**src/rtl/alu_arbiter_seq.sv**
```systemverilog
// Round-robin controller sharing one registered add/subtract datapath between two requesters.
// MUL is sequenced as repeated additions; results return on one tagged response channel.
module alu_arbiter_seq #(
   parameter int unsigned WIDTH = 4,
   parameter int unsigned OPW   = 4
) (
   input  logic             clock,
   input  logic             reset,
   input  logic             req0_valid,
   output logic             req0_ready,
   input  logic [OPW-1:0]   req0_opcode,
   input  logic [WIDTH-1:0] req0_a,
   input  logic [WIDTH-1:0] req0_b,
   input  logic             req1_valid,
   output logic             req1_ready,
   input  logic [OPW-1:0]   req1_opcode,
   input  logic [WIDTH-1:0] req1_a,
   input  logic [WIDTH-1:0] req1_b,
   output logic             resp_valid,
   input  logic             resp_ready,
   output logic             resp_id,
   output logic [WIDTH-1:0] resp_data,
   output logic             resp_err,
   output logic [OPW-1:0]   alu_opcode,
   output logic [WIDTH-1:0] alu_ain,
   output logic [WIDTH-1:0] alu_bin,
   input  logic [WIDTH-1:0] alu_out,
   output logic             busy
);

   localparam logic [2:0] S_IDLE      = 3'd0;
   localparam logic [2:0] S_EXEC      = 3'd1;
   localparam logic [2:0] S_WAIT      = 3'd2;
   localparam logic [2:0] S_MUL_ISSUE = 3'd3;
   localparam logic [2:0] S_MUL_WAIT  = 3'd4;
   localparam logic [2:0] S_RESP      = 3'd5;

   localparam logic [OPW-1:0] OP_NOP = OPW'(0);
   localparam logic [OPW-1:0] OP_ADD = OPW'(1);
   localparam logic [OPW-1:0] OP_SUB = OPW'(2);
   localparam logic [OPW-1:0] OP_MUL = OPW'(3);

   logic [2:0]       state_q, state_d;
   logic [OPW-1:0]   op_q, op_d;
   logic [WIDTH-1:0] a_q, a_d;
   logic [WIDTH-1:0] b_q, b_d;
   logic             id_q, id_d;
   logic [WIDTH-1:0] acc_q, acc_d;
   logic [WIDTH-1:0] count_q, count_d;
   logic [WIDTH-1:0] result_q, result_d;
   logic             err_q, err_d;
   logic             last_grant_q, last_grant_d;

   logic             grant_id;
   logic [OPW-1:0]   sel_op;
   logic [WIDTH-1:0] sel_a;
   logic [WIDTH-1:0] sel_b;

   always_ff @(posedge clock or posedge reset) begin
      if (reset) begin
         state_q      <= S_IDLE;
         op_q         <= '0;
         a_q          <= '0;
         b_q          <= '0;
         id_q         <= 1'b0;
         acc_q        <= '0;
         count_q      <= '0;
         result_q     <= '0;
         err_q        <= 1'b0;
         last_grant_q <= 1'b1;
      end else begin
         state_q      <= state_d;
         op_q         <= op_d;
         a_q          <= a_d;
         b_q          <= b_d;
         id_q         <= id_d;
         acc_q        <= acc_d;
         count_q      <= count_d;
         result_q     <= result_d;
         err_q        <= err_d;
         last_grant_q <= last_grant_d;
      end
   end

   // With both valid the requester not served last wins; otherwise the single valid one.
   always_comb begin
      grant_id = (req0_valid && req1_valid) ? ~last_grant_q : req1_valid;
      sel_op   = grant_id ? req1_opcode : req0_opcode;
      sel_a    = grant_id ? req1_a      : req0_a;
      sel_b    = grant_id ? req1_b      : req0_b;
   end

   always_comb begin
      state_d      = state_q;
      op_d         = op_q;
      a_d          = a_q;
      b_d          = b_q;
      id_d         = id_q;
      acc_d        = acc_q;
      count_d      = count_q;
      result_d     = result_q;
      err_d        = err_q;
      last_grant_d = last_grant_q;
      req0_ready   = 1'b0;
      req1_ready   = 1'b0;
      alu_opcode   = OP_NOP;
      alu_ain      = '0;
      alu_bin      = '0;

      case (state_q)
         S_IDLE: begin
            if (req0_valid || req1_valid) begin
               req0_ready = ~grant_id;
               req1_ready = grant_id;
               op_d       = sel_op;
               a_d        = sel_a;
               b_d        = sel_b;
               id_d       = grant_id;
               err_d      = 1'b0;
               if (sel_op == OP_ADD || sel_op == OP_SUB) begin
                  state_d = S_EXEC;
               end else if (sel_op == OP_MUL && sel_b != '0) begin
                  acc_d   = '0;
                  count_d = sel_b;
                  state_d = S_MUL_ISSUE;
               end else begin
                  result_d = '0;
                  err_d    = (sel_op != OP_MUL);
                  state_d  = S_RESP;
               end
            end
         end
         S_EXEC: begin
            alu_opcode = op_q;
            alu_ain    = a_q;
            alu_bin    = b_q;
            state_d    = S_WAIT;
         end
         S_WAIT: begin
            result_d = alu_out;
            state_d  = S_RESP;
         end
         S_MUL_ISSUE: begin
            alu_opcode = OP_ADD;
            alu_ain    = acc_q;
            alu_bin    = a_q;
            state_d    = S_MUL_WAIT;
         end
         S_MUL_WAIT: begin
            acc_d   = alu_out;
            count_d = count_q - WIDTH'(1);
            if (count_q == WIDTH'(1)) begin
               result_d = alu_out;
               state_d  = S_RESP;
            end else begin
               state_d = S_MUL_ISSUE;
            end
         end
         S_RESP: begin
            if (resp_ready) begin
               last_grant_d = id_q;
               state_d      = S_IDLE;
            end
         end
         default: state_d = S_IDLE;
      endcase
   end

   always_comb begin
      resp_valid = (state_q == S_RESP);
      resp_id    = id_q;
      resp_data  = result_q;
      resp_err   = err_q;
      busy       = (state_q != S_IDLE);
   end

endmodule

```
**config.mk**
```make
export PLATFORM = sky130hd
export DESIGN_NAME = alu_arbiter_seq
export DESIGN_NICKNAME = d
export VERILOG_FILES = /design/src/rtl/alu_arbiter_seq.sv
export SDC_FILE = /design/constraint.sdc
export NUM_CORES = 1
export LEC_CHECK = 0
export ABC_AREA = 1
export CORE_AREA = 3 3 67 69
export CTS_CLUSTER_DIAMETER = 120
export DETAILED_ROUTE_END_ITERATION = 6
export DIE_AREA = 0 0 70 72
export MAX_ROUTING_LAYER = met4
export PLACE_DENSITY_LB_ADDON = 0.05
export SLEW_MARGIN = 10
export SYNTH_ARGS = -nofsm -noshare
export SYNTH_HDL_FRONTEND = slang
export SYNTH_SLANG_ARGS = --single-unit
```
**constraint.sdc**
```tcl
create_clock -name clock -period 1.9 [get_ports clock]
set_clock_uncertainty 0.05 [all_clocks]
set_input_delay 0.38 -clock clock [delete_from_list [all_inputs] [get_ports clock]]
set_output_delay 0.38 -clock clock [all_outputs]
set_load 0.005 [all_outputs]
```
# Yosys cells after proc, flatten, opt, wreduce, memory -nomap -nowiden

Index checks and enable logic that the tools add are counted.

Shift operators: 0
Add/subtract/negate cells: 1
Mux-type cells: 32
Bitwise gates (word level): 2
Reduce and logical (&&, ||, !) cells: 14
Div/mod/pow operators: 0
Multiply operators: 0
Equality and inequality tests: 16
$lt $le $gt $ge: 0

Operators by type and width:

| kind                  | count |
|---|---|
| $mux W4               | 13 |
| $pmux W4 S2           | 5 |
| $pmux W3 S6           | 1 |
| $mux W3               | 5 |
| $pmux W4 S3           | 1 |
| $ne A2 B2 Y1 const B  | 5 |
| $eq A4 B1 Y1 const B  | 2 |
| $eq A4 B2 Y1 const B  | 2 |
| $mux W1               | 7 |
| $eq A3 B2 Y1 const B  | 2 |
| $eq A3 B3 Y1 const B  | 2 |
| $reduce_and A2 Y1     | 3 |
| $reduce_bool A3 Y1    | 2 |
| $reduce_and A5 Y1     | 1 |
| $ne A4 B2 Y1 const B  | 1 |
| $reduce_and A4 Y1     | 1 |
| $reduce_bool A4 Y1    | 1 |
| $sub A4 B1 Y4 const B | 1 |
| $eq A3 B1 Y1 const B  | 1 |
| $logic_not A3 Y1      | 1 |
| $logic_and A1 B1 Y1   | 2 |
| $logic_or A1 B1 Y1    | 2 |
| $ne A2 B1 Y1 const B  | 1 |
| $not A1 Y1            | 2 |
| $reduce_bool A2 Y1    | 1 |

Memories kept: 0
Bits in writable memories: 0
Memory bits (read-only): 0
Flip-flop bits (word level): 30
Bits in latches: 0
Bits of input ports: 33
Output and inout port bits: 22
Logic and storage cells: 75

# Depth between registers and ports, before layout

Gate-level depths: netlist (run 1).

Depth in word-level cells: 9
Gate-level depth with buffers: 12
Mapped depth without buffers: 12

# Worst setup path before layout (run 1)

OpenSTA, ideal clock, no wires.

Kind: flip-flop to flip-flop
Start point: register last_grant_q
End point: register result_q[0], in the netlist resp_data[0]
Clock period less this slack: 1.622 ns
Path slack: 0.278 ns
Arrival: 1.455 ns
Buffers on the path: 1
Cell stages (with the launch flop): 13
Required time: 1.733 ns
Setup time: 0.117 ns
Cell sequence: dfstp_2 nand2_4 nand2_4 buf_6 nand2_1 nand2_1 nand2_1 nand3_2 nand2_2 nand2_4 nand3_2 nand2_1 nand2_1

Cells in the longest elaborated chain, start to end: 7
Elaborated cells between the ends (all ways): 13
Classes of those cells: eq/ne: 5; mux: 3; bitwise: 1; reduce/logical: 4

Ends and longest elaborated chain:

| element                                                   | RTL line | RTL |
|---|---|---|
| from (decl)                                               | 52       | `logic last_grant_q, last_grant_d;` |
| from (signal assigned)                                    | 81       | `last_grant_q <= last_grant_d;` |
| $not A1 Y1 *                                              | 87       | `grant_id = (req0_valid && req1_valid) ? ~last_grant_q : req1_valid;` |
| $mux W1 *                                                 | 87       |  |
| $mux W4 (on tied branches)                                | 88, 90   |  |
| $eq A4 B2 Y1 (tied with other cells)                      | 122      | `end else if (sel_op == OP_MUL && sel_b != '0) begin` |
| $logic_and A1 B1 Y1 or $logic_or A1 B1 Y1 (tied branches) | 122, 120 |  |
| $ne A2 B2 Y1 (no line)                                    | n/a      |  |
| $reduce_and A5 Y1 (no line) *                             | n/a      |  |
| to (signal assigned)                                      | 79       | `result_q <= result_d;` |
| to (decl)                                                 | 50       | `logic [WIDTH-1:0] result_q, result_d;` |

Every way passes the cells marked *; elsewhere a longest branch is shown, timed or not.
A chain may end at the register's enable or synchronous reset.

# Final worst setup path (run 1)

Start point: register state_q[1]
End point: output alu_bin[0]

Cells in the longest elaborated chain, start to end: 2
Elaborated cells between the ends (all ways): 3
Classes of those cells: eq/ne: 2; mux: 1

Ends and longest elaborated chain:

| element                                      | RTL line | RTL |
|---|---|---|
| from (decl)                                  | 43       | `logic [2:0] state_q, state_d;` |
| from (signal assigned)                       | 72       | `state_q <= state_d;` |
| $eq A3 B2 Y1 or $eq A3 B1 Y1 (tied branches) | 110      | `case (state_q)` |
| $pmux W4 S2 *                                | 110      |  |
| to (decl)                                    | 26       | `output logic [WIDTH-1:0] alu_bin,` |

Marks and branches as above.

==> flow_metrics.tcl, run 1 <==
set metrics [dict create \
    place_hpwl_um 3754 \
    grt_max_degree 31 \
    ir_drop_v 0.0008252 \
    yosysWarnings 0 \
    die_w_um 70 \
    io_pins 55 \
    final_cells 398 \
    min_period_over_period 0.9839 \
    syn_avg_cell_area_sq_um 7.230 \
    cp_data_required_time_ns 1.47 \
    crit_fanout 5 \
    outcome "finished, final reports clean" \
    finalSetupViolations 0 \
    synth.distinct_cells 29 \
    path_class "reg -> out" \
    cts_made_buffers 5 \
    layout.nets 382 \
    synth-seq-cells 30 \
    post-route-drc-count 0 \
    dieArea_sq_um 5040 \
    io_buffers 54 \
    r2r-start "last_grant_q" \
    grt_pass1_vias 1853 \
    fin_ws_ns 0.03059 \
    hp-class "reg -> reg" \
    arrival_ns 1.44 \
    start_kind "register" \
    placed_area_sq_um 2661 \
    ctsHtreeMaxLevel 2 \
    cts.clk_slew.worst_paths_ns 0.06 \
    hold_end "resp_data[0]" \
    clockBufferDepth 2 \
    synthArstFlopShare 1.000 \
    core_area_sq_um 3971 \
    r2r_end "count_q[1]" \
    slew_headroom 0.7081 \
    antenna_cells 0 \
    fp.dieH_um 72 \
    dp_slack_ns -0.3326 \
    drt-total-wl_um 5142 \
    synthFlopType "dfrtp_1" \
    syn_nets 292 \
    hold_depth 2 \
    final_cell_area_sq_um 2813 \
    r2r_cells 12 \
    first_pass_iters 4 \
    syn_to_final_growth_pct 51.38 \
    insertion_delay_ns 0.28 \
    regToRegSetupSlack_ns 0.12 \
    max_freq_mhz 534.9 \
    critPathMaxStageDelay_ns 0.39 \
    synth-edff-count 0 \
    vias 1923 \
    fillers 369 \
    rows 23 \
    worstSetupEndpointType "primary output" \
    cts-root-buf "clkbuf_8" \
    wl_per_cell_um 12.92 \
    vias_per_cell 4.832 \
    synth.yosys.seq_area_share 0.4047 \
    fin_crit_ns 1.869 \
    overflow 0 \
    slew_violations 0 \
    ant_nets 0 \
    slowest_stage "dfrtp_1" \
    drive_gt1_frac 0.2471 \
    grt_pass1_wl_um 8521 \
    synth_area_sq_um 1858 \
    power-per-cell-area_nw_per_um2 1337 \
    dp_cells 385 \
    final_hold_viol_count 0 \
    place_congestion 0.8407 \
    hp-start "resp_data[0]" \
    grt_usage 0.2185 \
    grt_antenna_before_repair 0 \
    start_util 0.4679 \
    syn-instance-count 257 \
    hold_buffers 0 \
    leakage_nw 1.441 \
    cts_sinks 30 \
    cts_tree "built" \
    path_cells "buf_6 > inv_4 > nand3_4 > buf_2 > o22ai_1 > clkdlybuf4s15_1" \
    drt_iter0_markers 88 \
    tightest_slew_ns 0.4379 \
    maxCapViolations 0 \
]
==> cell usage in the layout, fill, tap and decap left out, drive strengths merged <==
cell type	count
dlymetal6s2s	1
a31oi	1
clkinv	1
clkdlybuf4s15	4
o21a	1
clkdlybuf4s50	36
nand4	4
o22ai	12
clkbuf	12
a21oi	2
o21ai	20
dfstp	1
xor2	1
dfrtp	29
buf	39
nor3	3
nand3b	3
xnor2	1
nand3	17
ha	2
nor2	28
mux2	1
nand2	85
inv	41
dlygate4sd2	3
==> synth_stat cells (2+ instances only) <==
| cell | number | area (sq um) |
|---|---|---|
| nand2_1 | 76 | 285.3 |
| inv_1 | 38 | 142.6 |
| dfrtp_1 | 29 | 725.7 |
| nor2_1 | 23 | 86.33 |
| o21ai_0 | 19 | 95.09 |
| nand3_1 | 14 | 70.07 |
| o22ai_1 | 12 | 75.07 |
| nand2_4 | 5 | 56.30 |
| nand2_2 | 4 | 25.02 |
| nand4_1 | 4 | 25.02 |
| buf_2 | 3 | 15.01 |
| inv_2 | 3 | 11.26 |
| nand3b_1 | 3 | 22.52 |
| nor2_4 | 3 | 33.78 |
| nor3_1 | 3 | 15.01 |
| a21oi_1 | 2 | 10.01 |
| ha_1 | 2 | 25.02 |
| nand3_2 | 2 | 20.02 |
| nor2_2 | 2 | 12.51 |
==> worst max path at each step <==
| stage | startpoint | to | depth (start not counted) |
|---|---|---|---|
| CTS | state_q[1] | alu_opcode[1] | 7 |
| floorplan | last_grant_q | resp_data[0] | 12 |
| global placement | req1_valid | req0_ready | 6 |
| finish | state_q[1] | alu_bin[0] | 6 |
| global route | state_q[1] | alu_opcode[1] | 7 |
| detailed placement | req1_valid | req0_ready | 6 |
==> registers in the layout, indices dropped and copies added (netlist names) <==
signal / count
resp_data: 4
last_grant_q: 1
op_q: 4
b_q: 4
state_q: 3
acc_q: 4
a_q: 4
count_q: 4
resp_id: 1
resp_err: 1
==> layout make-up <==
class	instances	area, sq um	share of cell area
clock buffers	7	86.33	0.03069
inverters	41	156.4	0.05560
clock inverters	1	5.005	0.001779
well taps	50	62.56	0.02224
flip-flops and latches	30	752.0	0.2673
repair buffers	88	767.0	0.2727
multi-input cells	181	983.4	0.3496
==> metrics by stage <==
stage / util / power, mW / hold slack, ns / TNS (ns)
final: 0.7083 / 3.759 / 0.4184 / 0
after global routing: 0.7083 / 4.085 / 0.4464 / -0.03980
after CTS: 0.6982 / 3.675 / 0.4233 / -0.1538
after detailed placement: 0.6701 / 3.130 / 0.4084 / -4.267
after global placement: 0.6701 / 3.071 / 0.4065 / -4.096
after floorplan: - / 2.188 / 0.3919 / 0
==> logic make-up (layout without fill, tap and decap cells) <==
logic type | Yosys count | count (layout) | synth area share
AO/OA/AOI/OAI | 36 | 36 | 0.1071
XOR/XNOR | 2 | 2 | 0.009429
adder cells (fa/ha/maj) | 2 | 2 | 0.01347
buffers and inverters | 46 | 137 | 0.09899
flip-flops | 30 | 30 | 0.4047
multiplexers | 1 | 1 | 0.006060
AND/OR/NAND/NOR | 140 | 140 | 0.3603
==> timing repair <==
item,4_1_cts,5_1_grt
buffers inserted,3,1
cloned,0,1
resized for setup,38,29
pin swaps,1,5
setup endpoints to repair,17,26
==> power by group <==
group	total, mW	leakage, nW	internal [mW]	switching, mW
clock	0.532	0.0482	0.292	0.240
combinational	2.15	1.02	0.979	1.17
sequential	1.08	0.372	0.929	0.149
total	3.76	1.44	2.20	1.56
==> worst max-delay path: cells and delay by family, from the launching register on <==
kind                   cells  cell delay, ns
buffers and inverters      4            0.58
AO/OA/AOI/OAI              1            0.11
flip-flops                 1            0.39
AND/OR/NAND/NOR            1            0.07
==> per-layer routing <==
metal,GRT usage,vias to the layer above,wire (um)
li1,-,994,-
met1,0.2726,873,2329
met2,0.3515,50,2496
met3,0.04017,6,256
met4,0.09149,0,61
met5,-,-,0
Note: power is estimated with default switching activity, not from simulation.
==> inputs of run 2 (changes only) <==
CORE_AREA = 10 10 74 76   (was 3 3 67 69)
DIE_AREA = 0 0 84 86   (was 0 0 70 72)
==> run 2 against run 1 <==
  * Global-route usage decreased by 6.8 points
  * Clock power grew 2%
  * Register-to-register slack about the same
  * Die area increased by 43%
  * Routed wire length rose by 3.5%
  * Flip-flop and latch count unchanged
  * Sequential share of layout area about the same
  * Cell count stayed put
  * First-iteration DRC count is 30% higher
  * Via count did not move
==> flow_metrics.tcl, run 2 (same netlist as run 1, synthesis figures left out) <==
set metrics [dict create \
    mostFrequentLayoutCells "nand2_1 (73), inv_1 (36), clkdlybuf4s50_1 (36)" \
    final_common_cell "nand2_1" \
    whs_ns 0.4180 \
    cts_made_buffers 5 \
    r2r_end "resp_data[2]" \
    grt_pass1_vias 1870 \
    rows 23 \
    r2r-start "state_q[0]" \
    io_buffers 54 \
    vias_per_cell 4.832 \
    wl_per_cell_um 13.37 \
    ctsHtreeMaxLevel 2 \
    grt_max_degree 31 \
    cts-root-buf "clkbuf_8" \
    fin_crit_ns 1.858 \
    min_period_over_period 0.9778 \
    antenna_cells 0 \
    finalSetupViolations 0 \
    power-per-cell-area_nw_per_um2 1331 \
    hold_buffers 0 \
    vias 1923 \
    dieArea_sq_um 7224 \
    overflow 0 \
    cts.clk_slew.worst_paths_ns 0.07 \
    io_pins 55 \
    grt_usage 0.1504 \
    rsz0062_at_grt "true" \
    hp-class "in -> async" \
    place_congestion 0.9254 \
    clockBufferDepth 2 \
    slew_headroom 0.7208 \
    dp_cells 383 \
    drt-total-wl_um 5320 \
    ir_drop_v 0.0008659 \
    crit_fanout 4 \
    start_kind "register" \
    setup_tns_ns 0 \
    drive_gt1_frac 0.2500 \
    arrival_ns 1.43 \
    fp.dieH_um 86 \
    drt_iter0_markers 114 \
    grt_pass1_wl_um 8811 \
    grt_antenna_before_repair 0 \
    regToRegSetupSlack_ns 0.11 \
    start_util 0.4679 \
    cts_sinks 30 \
    outcome "finished, final reports clean" \
    r2r_cells 8 \
    path_class "reg -> out" \
    syn_to_final_growth_pct 51.31 \
    startpoint "state_q[1]" \
    cts_tree "built" \
    tightest_slew_ns 0.4188 \
    slew_violations 0 \
    final_cells 398 \
    place_hpwl_um 4125 \
    die_w_um 84 \
    leakage_nw 1.437 \
    fin_ws_ns 0.04213 \
    insertion_delay_ns 0.29 \
    layout.nets 382 \
    post-route-drc-count 0 \
    ant_nets 0 \
    maxCapViolations 0 \
    cp_data_required_time_ns 1.47 \
    core_area_sq_um 3971 \
    dp_slack_ns -0.3489 \
    first_pass_iters 4 \
    fillers 338 \
    max_freq_mhz 538.3 \
    worstSetupEndpointType "primary output" \
    final_hold_viol_count 0 \
]
-- run 2: cell types whose count changed in the layout (fill, tap and decap cells not counted), moves of 2 or more --
cell,change
nand2_1,-3
o22ai_1,+3
clkbuf_2,-3
nor2_1,+2
clkdlybuf4s15_2,+3
nand2_2,+3
o22ai_2,-3
nor2_2,-2
buf_2,+2
clkdlybuf4s15_1,-3
buf_4,+2
-- run 2: worst max-delay path, cell delays in order, from the launching register on --
cell,delay (ns)
dfrtp_1,0.40
buf_4,0.15
inv_2,0.08
nand3_4,0.08
buf_6,0.14
nor2_1,0.08
clkdlybuf4s15_2,0.21
-- run 2: final cells by class --
cell class	count	area, sq um	area share
Multi-Input combinational cell	181	982.2	0.3494
Timing Repair Buffer	88	769.5	0.2737
Sequential cell	30	752.0	0.2675
Inverter	41	153.9	0.05474
Clock buffer	7	86.33	0.03071
Tap cell	50	62.56	0.02225
Clock inverter	1	5.005	0.001780
-- run 2: worst max-delay path by stage --
stage | end | cells after the start
3_5_place_dp | req0_ready | 6
3_3_place_gp | req0_ready | 6
2_1_floorplan | resp_data[0] | 12
5_1_grt | resp_data[2] | 8
4_1_cts | alu_opcode[3] | 6
6_report | alu_opcode[2] | 6
-- run 2: repair_timing --
item,CTS,global route
pin swaps,2,3
gates resized for setup,54,17
setup endpoints to repair,23,24
buffers inserted,4,4
-- run 2: per-layer routing --
layer,global-route usage,vias up,share of wire
li1,-,991,-
met1,0.1875,872,0.47
met4,0.03957,0,0.011
met3,0.04068,7,0.044
met5,-,-,0
met2,0.2348,53,0.48
-- run 2: per-stage QoR --
step | utilization | total power, mW | area (sq um)
CTS | 0.6916 | 3.687 | 2746
floorplan | - | 2.188 | 1858
global route | 0.7079 | 4.069 | 2811
detailed placement | 0.6664 | 3.129 | 2646
finish | 0.7079 | 3.743 | 2811
global placement | 0.6664 | 3.069 | 2646
-- run 2: report_power, final --
part / leakage [nW] / total (mW) / internal [mW] / switching (mW)
sequential: 0.372 / 1.07 / 0.928 / 0.140
clock: 0.0482 / 0.542 / 0.292 / 0.250
combinational: 1.02 / 2.13 / 0.966 / 1.17
==> inputs of run 3 (changes only) <==
ABC_CLOCK_PERIOD_IN_PS = 1900   (was default)
CAP_MARGIN = 25   (was default)
CORE_AREA = 10 10 84 86   (was 10 10 74 76)
DIE_AREA = 0 0 94 96   (was 0 0 84 86)
==> run 3 against run 2 <==
  * The flow now finishes with violations (setup timing)
  * Register-to-register slack about the same
  * Flip-flop and latch count unchanged
  * Global-route usage down 1.8 points
  * Setup slack worse by 0.053 ns
  * Critical endpoint is now busy
  * Non-clock buffer count up 7
  * Largest cell class unchanged
  * Die area up 25%
  * Via count up 0.83%
  * Critical path type unchanged
==> flow_metrics.tcl, run 3 (same netlist as run 1, synthesis figures left out) <==
set metrics [dict create \
    ant_nets 0 \
    final_common_cell "nand2_1" \
    vias 1939 \
    p_seq_frac 0.275 \
    overflow 0 \
    tightest_slew_ns 0.3946 \
    syn_to_final_growth_pct 58.59 \
    fin_crit_ns 1.911 \
    vias_per_cell 4.530 \
    rows 27 \
    drt-total-wl_um 5605 \
    crit_fanout 3 \
    ctsHtreeMaxLevel 2 \
    regArea_sq_um 752.0 \
    clock_power_share 0.135 \
    min_period_over_period 1.006 \
    final_hold_viol_count 0 \
    fillers 536 \
    dieArea_sq_um 9024 \
    power.internal_mw 2.294 \
    antenna_cells 0 \
    hold_buffers 0 \
    finalSetupViolations 2 \
    pwr-share-comb 0.590 \
    grt_max_degree 31 \
    path_class "reg -> out" \
    place_congestion 0.8347 \
    grt_pass1_wl_um 9190 \
    slew_headroom 0.7342 \
    cts_tree "built" \
    placed_area_sq_um 2689 \
    multi_input_area_sq_um 1028 \
    slew_violations 0 \
    violations "setup timing" \
    grt_antenna_before_repair 0 \
    ir_drop_v 0.0006312 \
    place_hpwl_um 4205 \
    maxCapViolations 0 \
    core_area_sq_um 5405 \
    leakage_nw 1.477 \
    start_kind "register" \
    cp_data_required_time_ns 1.47 \
    rsz0062_at_grt "true" \
    final_cell_area_sq_um 2947 \
    drive_gt1_frac 0.2893 \
    cts_made_buffers 5 \
    worstSetupEndpointType "primary output" \
    layout.nets 390 \
    hp-class "reg -> reg" \
    arrival_ns 1.48 \
    p_total_mw 3.930 \
    max_freq_mhz 523.4 \
    grt_pass1_vias 1985 \
    start_util 0.3438 \
    outcome "complete, but fails checks" \
    cts_sinks 30 \
    fin_ws_ns -0.01071 \
    fp.dieH_um 96 \
    power-per-cell-area_nw_per_um2 1334 \
    grt_usage 0.1326 \
    io_buffers 54 \
    mostFrequentLayoutCells "nand2_1 (68), clkdlybuf4s50_1 (36), inv_1 (35)" \
    p_sw_frac 0.4162 \
    die_w_um 94 \
    p_switching_mw 1.636 \
    cts-root-buf "clkbuf_8" \
    drt_iter0_markers 115 \
    insertion_delay_ns 0.28 \
    post-route-drc-count 0 \
    wl_per_cell_um 13.10 \
    io_pins 55 \
    cts.clk_slew.worst_paths_ns 0.06 \
    first_pass_iters 4 \
    clockBufferDepth 2 \
    whs_ns 0.4198 \
]
==> run 3: cell types whose count changed in the layout (fill, tap and decap cells not counted), sizes merged <==
cell / change
buf: +2
clkdlybuf4s15: -3
clkbuf: +9
==> run 3: layout make-up <==
cell class	count	share of cell area
multi-input combinational	181	0.3490
clock buffer	8	0.03057
timing repair inverter	1	0.002123
tap	72	0.03057
inverter	41	0.05393
sequential	30	0.2552
timing repair buffer	95	0.2786
==> run 3: worst max-delay path, cell delays in order, from the launching register on <==
cell and delay (ns):
dfrtp_1 0.40, buf_6 0.14, nor2_4 0.10, inv_2 0.06
nor2_4 0.10, inv_2 0.07, buf_6 0.12, buf_4 0.11
buf_2 0.12
==> run 3: worst paths after layout <==
path	depth (start not counted)	from	slack (ns)	end
worst max-delay path	8	state_q[1]	-0.01	busy
worst min-delay path	2	resp_data[3]	0.42	resp_data[3]
worst max register to register	12	last_grant_q	0.12	count_q[2]
worst min register to register	2	resp_data[3]	0.42	resp_data[3]
max in group asynchronous	3	reset	1.05	last_grant_q
min in group asynchronous	3	reset	0.43	a_q[0]
==> run 3: repair_timing <==
action | 4_1_cts | 5_1_grt
endpoints found under the setup margin | 17 | 26
setup buffers | 6 | 8
gates resized for setup | 35 | 54
pin swaps | 0 | 14
cloned | 0 | 1
==> run 3: power by group through the flow <==
stage,clock network [mW],logic (mW),registers [mW]
after floorplan,0,1.12,1.07
after global placement,0,2.04,1.09
after detailed placement,0,2.06,1.09
after CTS,0.548,2.12,1.07
after global routing,0.579,2.61,1.11
final,0.530,2.32,1.08
==> run 3: per-stage QoR <==
step | setup TNS (ns) | utilization | worst slack, ns | std cells
6_report | -0.01599 | 0.5451 | -0.01071 | 428
3_3_place_gp | -4.569 | 0.4975 | -0.3476 | 407
2_1_floorplan | 0 | - | 0.2780 | 257
4_1_cts | -0.02044 | 0.5222 | -0.02044 | 421
5_1_grt | -0.2712 | 0.5451 | -0.09837 | 428
3_5_place_dp | -4.452 | 0.4975 | -0.3360 | 407
==> run 3: metal layers <==
layer  vias up  global-route usage  wire (um)
met4         0             0.04177         54
met2        44              0.2172       2712
met3         4             0.03502        266
met5         -                   -          0
li1       1012                   -          -
met1       879              0.1558       2571
